[config.mk]
export PLATFORM = sky130hd
export DESIGN_NAME = zero_extender
export DESIGN_NICKNAME = d
export VERILOG_FILES = /design/src/rtl/zero_extender.sv
export SDC_FILE = /design/constraint.sdc
export NUM_CORES = 1
export LEC_CHECK = 0
export CAP_MARGIN = 20
export CORE_AREA = 2 2 39 41
export DETAILED_ROUTE_END_ITERATION = 6
export DIE_AREA = 0 0 41 43
export PLACE_DENSITY_LB_ADDON = 0.12
export SLEW_MARGIN = 20
export SYNTH_ARGS = -nofsm -noshare
export SYNTH_HDL_FRONTEND = slang
export SYNTH_SLANG_ARGS = --single-unit
[constraint.sdc]
create_clock -name Clk -period 1.3 [get_ports Clk]
set_input_delay 0.195 -clock Clk [delete_from_list [all_inputs] [get_ports Clk]]
set_output_delay 0.195 -clock Clk [all_outputs]
set_load 0.05 [all_outputs]
[src/rtl/zero_extender.sv]
// Registered zero extender: keeps In[MSB:0], clears the upper bits,
// and presents the result one cycle after each accepted input.
module zero_extender #(
    parameter int MSB   = 3,
    parameter int WIDTH = 16
) (
    input  logic             Clk,
    input  logic             Reset,
    input  logic [WIDTH-1:0] In,
    input  logic             InValid,
    output logic [WIDTH-1:0] Out,
    output logic             OutValid
);

    generate
        if (MSB < 0 || MSB >= WIDTH) begin : g_bad_msb
            $error("zero_extender: MSB must lie in 0..WIDTH-1");
        end
    endgenerate

    // Shifting all-ones right keeps MSB == WIDTH-1 a plain pass-through.
    localparam logic [WIDTH-1:0] MASK = {WIDTH{1'b1}} >> (WIDTH - 1 - MSB);

    logic [WIDTH-1:0] result;

    always_comb begin
        result = In & MASK;
    end

    always_ff @(posedge Clk) begin
        if (Reset) begin
            Out      <= '0;
            OutValid <= 1'b0;
        end else begin
            OutValid <= InValid;
            if (InValid) begin
                Out <= result;
            end
        end
    end

endmodule

==> out/summary.txt, run 1 <==
run status: finished, final reports clean
largest net degree at the start of global routing: 6
initial antenna violation count: 0
FF-to-FF Start: Out[0]
placed wire-length estimate: 362.9 um
part of the Yosys area used for sequential elements: 37.56%
final wirelength: 440 um
GRT overflow: 0
Synth Area per Inst: 9.518 sq um
required time worst endpoint: 1420 ps
Worst-Skew Late Latency: 230 ps
Tot GR Track Use: 6.820%
Hold Fails Final Rpt: 0
vias in the first global route: 174
asr flop ratio synth: 0%
Setup TNS: 0 ps
count leader, synth: buf_4
wire length per cell: 7.719 um
post-route ant nets: 0
Worst Clk Skew: 0 ps
core outline area: 1384 sq um
number of I/O port buffers: 11
post-CTS setup buffer count: 0
most instantiated cells after synthesis: buf_4, dfxtp_1, mux2i_1, nor2_1
CTS tree: built
beginning of the worst hold path: Out[2]
I/O pins: 36
largest cells by area after synthesis: dfxtp_1, buf_4, mux2i_1
CTS Buf Count: 3
clk root buf: clkbuf_4
vias post-DR: 177
Worst Setup End Kind: register
Gates resized, CTS repair: 0
final worst-path cycle share: 74.40%
die area: 1763 sq um
RSZ-0062 raised after global routing: false
EDFF count, synth: 0
DR iter-0 viols: 0
Synth Cell Area: 266.5 sq um
FF-to-FF path depth: 2
Hold Buf Count CTS: 0
Synth Flop Type: dfxtp_1
startpoint types: input port
layout cell share with drive strength beyond 1: 19.51%
Synth area leader: dfxtp_1
Worst R2R Setup Slack: 680 ps
Pwr Density: 1267 nW/um^2
diodes inserted: 0
Final Max Slew Viols: 0
1st-pass router iterations: 1
worst hold stages: 2
VDD IR max: 0.0004261 V
Layout fillers: 154
CTS Sinks: 5
Rows: 14
Die W: 41 um
R2R Path End: Out[0]
first-pass GRT wire length: 738 um
FF+latch count, synth: 5
hold path endpoint: Out[2]
yosys warns: 0
Final nets: 61
GPL Wtd Cong: 0.5382
Placed Area: 386.6 sq um
synth-to-layout area growth: 54.93%
die outline height: 43 um
Worst Setup Path Type: in -> reg
fin area: 412.9 sq um
Max Root-Sink Buffers: 2
cells after synthesis: 28
Sequential Area: 100.1 sq um
Yosys cell types: 7
# DRC: 0
Tot Pwr: 0.5233 mW
H-tree depth: 1
Hold WC Path Type: reg -> reg
top cell type's share of synthesized area: 37.56%
crit-path max FO: 5
Initial Utilization: 19.26%
CP arrival: 1090 ps
Tmin final: 967.2 ps
number of vias per cell: 3.105
fmax: 1034 MHz
leakage: 0.1947 nW
max cap viols: 0
Setup-failing EPs final: 0
clk slew on worst S/H paths: 40 ps
area used by multi-input combinational logic: 106.4 sq um
## registers in the layout (all words and copies together), names as in the netlist
register and cells:
Out 4, OutValid 1
## critical path: stages
cell and delay, ps:
clkdlybuf4s50_1 620, mux2i_1 220, nor2_1 50
## cell families after synthesis
kind of cell,after synthesis,synth area share [%]
mux,4,15.02
other cells,1,1.407
simple gates,5,7.981
flops,5,37.56
buf+inv,13,38.03
## final cells by class
| cell class | count | share of cell area [%] |
|---|---|---|
| Timing Repair Buffer | 11 | 38.79 |
| Multi-Input combinational cell | 21 | 25.76 |
| Sequential cell | 5 | 24.24 |
| Clock buffer | 4 | 6.364 |
| Tap cell | 16 | 4.848 |
## metal layers
layer  global-route usage (%)  vias to the layer above  part of all wire, %
met5                        0                        -                    0
met4                    6.000                        0                    0
met3                    5.236                        0                   18
met2                    6.563                       12                   46
met1                    8.974                       77                   35
li1                         -                       88                    -
## per-stage QoR
step	hold WS (ps)	instances	util, %	setup slack (ps)
after floorplan	266.6	39	-	418.0
after global placement	540.6	53	27.94	81.79
after detailed placement	545.4	53	27.94	75.55
after CTS	554.9	57	29.84	325.8
after global routing	583.2	57	29.84	255.3
final	547.1	57	29.84	332.8
## worst max-delay path by stage
stage,to,from,slack (ps)
finish,Out[0],InValid,330
global route,Out[0],InValid,260
CTS,Out[0],Out[0],330
detailed placement,Out[1],InValid,80
global placement,Out[2],InValid,80
floorplan,Out[0],Out[0],420
## placed cells by master (no fill, tap or decap)
| cell type | Yosys | final |
|---|---|---|
| clkbuf_1 | 0 | 1 |
| buf_12 | 0 | 5 |
| mux2i_1 | 4 | 4 |
| clkbuf_4 | 0 | 3 |
| dfxtp_1 | 5 | 5 |
| conb_1 | 1 | 12 |
| clkdlybuf4s50_1 | 0 | 6 |
| nor2b_1 | 1 | 1 |
| nor2_1 | 4 | 4 |
## report_power, final
| part | total, mW | leakage, nW | internal (mW) | switching (mW) |
|---|---|---|---|---|
| clock | 0.174 | 0.0150 | 0.116 | 0.0587 |
| sequential | 0.172 | 0.0414 | 0.163 | 0.00860 |
| combinational | 0.177 | 0.138 | 0.0560 | 0.121 |
| total | 0.523 | 0.195 | 0.335 | 0.188 |
Note: power is estimated with default switching activity, not from simulation.
==> run 2: changes to the inputs <==
--- a/config.mk
+++ b/config.mk
@@ -6,9 +6,8 @@
 export NUM_CORES = 1
 export LEC_CHECK = 0
 export CAP_MARGIN = 20
-export CORE_AREA = 2 2 39 41
+export CORE_UTILIZATION = 20
 export DETAILED_ROUTE_END_ITERATION = 6
-export DIE_AREA = 0 0 41 43
 export PLACE_DENSITY_LB_ADDON = 0.12
 export SLEW_MARGIN = 20
 export SYNTH_ARGS = -nofsm -noshare
==> constraint.sdc (replaced) <==
create_clock -name Clk -period 0.8 [get_ports Clk]
set_input_delay 0.12 -clock Clk [delete_from_list [all_inputs] [get_ports Clk]]
set_output_delay 0.12 -clock Clk [all_outputs]
set_load 0.05 [all_outputs]
==> run 2 against run 1 <==
The flow now finishes with violations (setup timing). Power up 66%. Clock skew unchanged. First-iteration DRC count stayed put. Critical path type is now reg -> out. Critical path depth shrank 2. Largest power group is now the clock network. Largest cell class unchanged. Sequential share of layout area increased by 1.4 points. Routed wire length fell by 1.1%. Die area decreased by 16%. Combinational power grew 62%. Final cell count fell by 3.5%. Final area is 0.61% higher. Utilization is 5.6 points higher.
==> out/summary.txt, run 2 (synthesis results as in run 1) <==
Layout fillers: 127
Hold Buf Count CTS: 0
post-CTS setup buffer count: 0
fin area: 415.4 sq um
most common cell after layout, fill and taps aside: conb_1
Util after Layout: 35.47%
CP max stage cell: dfxtp_2
most frequent cells in the layout: conb_1, dfxtp_2, clkdlybuf4s50_1, buf_12
number of vias per cell: 3.309
Largest regs: Out x4, OutValid x1
clk slew on worst S/H paths: 50 ps
Hold WC Path Type: in -> reg
vias in the first global route: 176
Worst Clk Skew: 0 ps
number of I/O port buffers: 11
final worst-path cycle share: 106.1%
die area: 1483 sq um
GPL Wtd Cong: 0.5863
Sequential Area: 106.4 sq um
startpoint types: register
1st-pass router iterations: 1
Worst Setup End Kind: primary output
fmax: 1178 MHz
CTS Buf Count: 3
Final Max Slew Viols: 0
Pint: 0.5467 mW
Pwr Density: 2088 nW/um^2
failing checks: setup timing
Largest Register: Out
family with the most delay on the worst path: flip-flops
Inst Count DP: 51
logic gate share of total power: 33.0%
wire length per cell: 7.909 um
I/O pins: 36
Hold Fails Final Rpt: 0
Sw Ratio: 36.95%
Setup-failing EPs final: 5
Worst Setup Path Type: reg -> out
# DRC: 0
Tot GR Track Use: 7.177%
CTS Sinks: 5
CP arrival: 730 ps
required time worst endpoint: 680 ps
buffer and inverter count on the worst path: 1
Tot Pwr: 0.8672 mW
die outline height: 38.51 um
layout cell share with drive strength beyond 1: 31.71%
Initial Utilization: 22.76%
clock power share: 34.5%
DR iter-0 viols: 0
Max Root-Sink Buffers: 2
leakage: 0.1977 nW
worst path cell trace: buf_12
Setup WS post-layout: -48.80 ps
Tmin final: 848.8 ps
core outline area: 1171 sq um
pre-CTS WS: -311.7 ps
CTS tree: built
vias post-DR: 182
RSZ-0062 raised after global routing: true
Slowest Stage Delay on Critical Path: 350 ps
initial antenna violation count: 0
Final nets: 61
sequential power share: 32.6%
Placed Area: 389.1 sq um
H-tree depth: 1
final wirelength: 435 um
placed wire-length estimate: 358.2 um
first-pass GRT wire length: 655 um
max cap viols: 0
area used by multi-input combinational logic: 106.4 sq um
switching power: 0.3204 mW
Rows: 12
clk root buf: clkbuf_4
largest net degree at the start of global routing: 6
Die W: 38.51 um
Min Hold Slack: 381.7 ps
GRT overflow: 0
synth-to-layout area growth: 55.87%
Worst-Skew Late Latency: 240 ps
max reg flops: 4
diodes inserted: 0
run status: finished, violations left
post-route insts no fill: 55
crit-path max FO: 2
Setup TNS: -203.2 ps
post-route ant nets: 0
VDD IR max: 0.0005348 V
## run 2: changes by cell type in the layout (fill, tap and decap cells not counted)
cell             delta
dfxtp_1             -5
clkdlybuf4s50_1     -1
dfxtp_2             +5
dlygate4sd2_1       +1
## run 2: worst paths after layout
check / startpoint / end / slack [ps] / cells past startpoint
worst max-delay path: Out[2] / Out[2] / -50 / 1
worst min-delay path: InValid / OutValid / 380 / 2
worst max register to register: Out[1] / Out[1] / 180 / 2
worst min register to register: Out[0] / Out[0] / 530 / 2
## run 2: final cells by class
cell class	instances	area share (%)
repair buffers	11	38.25
multi-input cells	21	25.60
clock buffers	4	6.325
well taps	14	4.217
flip-flops and latches	5	25.60
## run 2: what timing repair did
action	in CTS	in global routing
resized for setup	2	0
endpoints found under the setup margin	9	5
hold endpoints to repair	0	0
## run 2: power by group through the flow
stage	Clock [mW]	Combinational, mW	Sequential [mW]
finish	0.299	0.286	0.283
global route	0.327	0.297	0.284
CTS	0.311	0.286	0.283
detailed placement	0	0.288	0.287
global placement	0	0.289	0.287
floorplan	0	0.195	0.329
## run 2: metal layers
layer | track usage [%] | wire length (um) | vias up
li1 | - | - | 89
met1 | 6.944 | 144 | 82
met2 | 10.42 | 265 | 11
met3 | 0 | 25 | 0
met4 | 12.93 | 0 | 0
met5 | 0 | 0 | -
==> run 3: changes to the inputs <==
--- a/config.mk
+++ b/config.mk
@@ -6,8 +6,10 @@
 export NUM_CORES = 1
 export LEC_CHECK = 0
 export CAP_MARGIN = 20
-export CORE_UTILIZATION = 20
+export CORE_AREA = 2 2 39 41
 export DETAILED_ROUTE_END_ITERATION = 6
+export DIE_AREA = 0 0 41 43
+export MAX_ROUTING_LAYER = met4
 export PLACE_DENSITY_LB_ADDON = 0.12
 export SLEW_MARGIN = 20
 export SYNTH_ARGS = -nofsm -noshare
==> constraint.sdc (replaced) <==
create_clock -name Clk -period 1 [get_ports Clk]
set_input_delay 0.15 -clock Clk [delete_from_list [all_inputs] [get_ports Clk]]
set_output_delay 0.15 -clock Clk [all_outputs]
set_load 0.05 [all_outputs]
==> run 3 against run 2 <==
The run now ends clean. Utilization shrank 5.6 points. Flip-flop and latch count is the same. Sequential share of layout area shrank 1.4 points. Clock power shrank 25%. Clock skew is the same. Global-route usage shrank 1.2 points. Critical endpoint is now Out[1].
==> out/summary.txt, run 3 (synthesis results as in run 1) <==
Worst Clk Skew: 0 ps
I/O pins: 36
largest net degree at the start of global routing: 6
final wirelength: 442 um
startpoint types: input port
CTS Sinks: 5
RSZ-0062 raised after global routing: false
post-route insts no fill: 57
max reg flops: 4
Hold Buf Count CTS: 0
crit-path max FO: 5
most frequent cells in the layout: conb_1, clkdlybuf4s50_1, dfxtp_1, buf_12
CTS tree: built
Worst-Skew Late Latency: 230 ps
Largest Register: Out
synth-to-layout area growth: 54.93%
post-route ant nets: 0
Util after Layout: 29.84%
number of vias per cell: 3.193
VDD IR max: 0.0006168 V
required time worst endpoint: 1120 ps
layout cell share with drive strength beyond 1: 19.51%
placed wire-length estimate: 383.6 um
GPL Wtd Cong: 0.5512
vias post-DR: 182
Pwr Density: 1645 nW/um^2
max cap viols: 0
Setup TNS: 0 ps
clk root buf: clkbuf_4
Tmin final: 925.6 ps
Hold WC Path Type: in -> reg
CTS Buf Count: 3
clk slew on worst S/H paths: 40 ps
run status: finished, final reports clean
area used by multi-input combinational logic: 106.4 sq um
first-pass GRT wire length: 600 um
CP arrival: 1050 ps
Layout fillers: 153
Setup-failing EPs final: 0
Tot GR Track Use: 5.967%
Initial Utilization: 19.26%
post-CTS setup buffer count: 0
final worst-path cycle share: 92.56%
core outline area: 1384 sq um
number of I/O port buffers: 11
wire length per cell: 7.754 um
# DRC: 0
Final Max Slew Viols: 0
Placed Area: 386.6 sq um
Worst R2R Setup Slack: 370 ps
Sequential Area: 100.1 sq um
DR iter-0 viols: 1
Max Root-Sink Buffers: 2
Largest regs: Out x4, OutValid x1
Hold Fails Final Rpt: 0
1st-pass router iterations: 4
Die W: 41 um
Worst Setup Path Type: in -> reg
Final nets: 61
most common cell after layout, fill and taps aside: conb_1
Rows: 14
fin area: 412.9 sq um
CP max stage cell: clkdlybuf4s50_1
diodes inserted: 0
Gates resized, CTS repair: 0
vias in the first global route: 163
H-tree depth: 1
Inst Count DP: 53
die area: 1763 sq um
fmax: 1080 MHz
Worst Setup End Kind: register
worst path cell trace: clkdlybuf4s50_1 > mux2i_1 > nor2_1
GRT overflow: 0
Slowest Stage Delay on Critical Path: 620 ps
die outline height: 43 um
initial antenna violation count: 0
leakage: 0.1947 nW
==> run 3: cell count changes in the layout (fill, tap and decap cells not counted), sizes merged <==
| cell | delta |
|---|---|
| clkdlybuf4s50 | +1 |
| dlygate4sd2 | -1 |
==> run 3: routing by layer <==
layer	GRT usage, %	vias to the layer above	routed length (um)
met3	4.712	0	60
li1	-	88	-
met5	-	-	0
met2	6.563	12	211
met4	6.000	0	0
met1	6.109	82	170
==> run 3: final timing paths <==
| check | endpoint | depth (start not counted) | startpoint |
|---|---|---|---|
| max reg2reg | Out[0] | 2 | Out[0] |
| min reg2reg | Out[3] | 2 | Out[3] |
| max | Out[1] | 3 | InValid |
| min | Out[0] | 3 | In[0] |
==> run 3: worst max-delay path: cells and delay by family <==
family,cells,cell delay (ps)
AND/OR/NAND/NOR,1,50
buffers and inverters,1,620
multiplexers,1,230
==> run 3: area by class of cell <==
type	instances	area share (%)
sequential	5	24.24
multi-input combinational	21	25.76
clock buffer	4	6.364
tap	16	4.848
timing repair buffer	11	38.79
==> run 3: stage by stage <==
stage | hold WS, ps | total power, mW | setup WS [ps]
floorplan | 221.6 | 0.4171 | 118.0
CTS | 534.2 | 0.6962 | 68.72
global placement | 540.5 | 0.4574 | -154.0
finish | 547.5 | 0.6792 | 74.36
global route | 569.6 | 0.7172 | 38.57
detailed placement | 552.3 | 0.4578 | -168.4
==> run 3: report_power, final <==
group          total (mW)  internal, mW  switching [mW]
Combinational       0.231        0.0729           0.158
Sequential          0.224         0.212          0.0118
Clock               0.224         0.150          0.0739
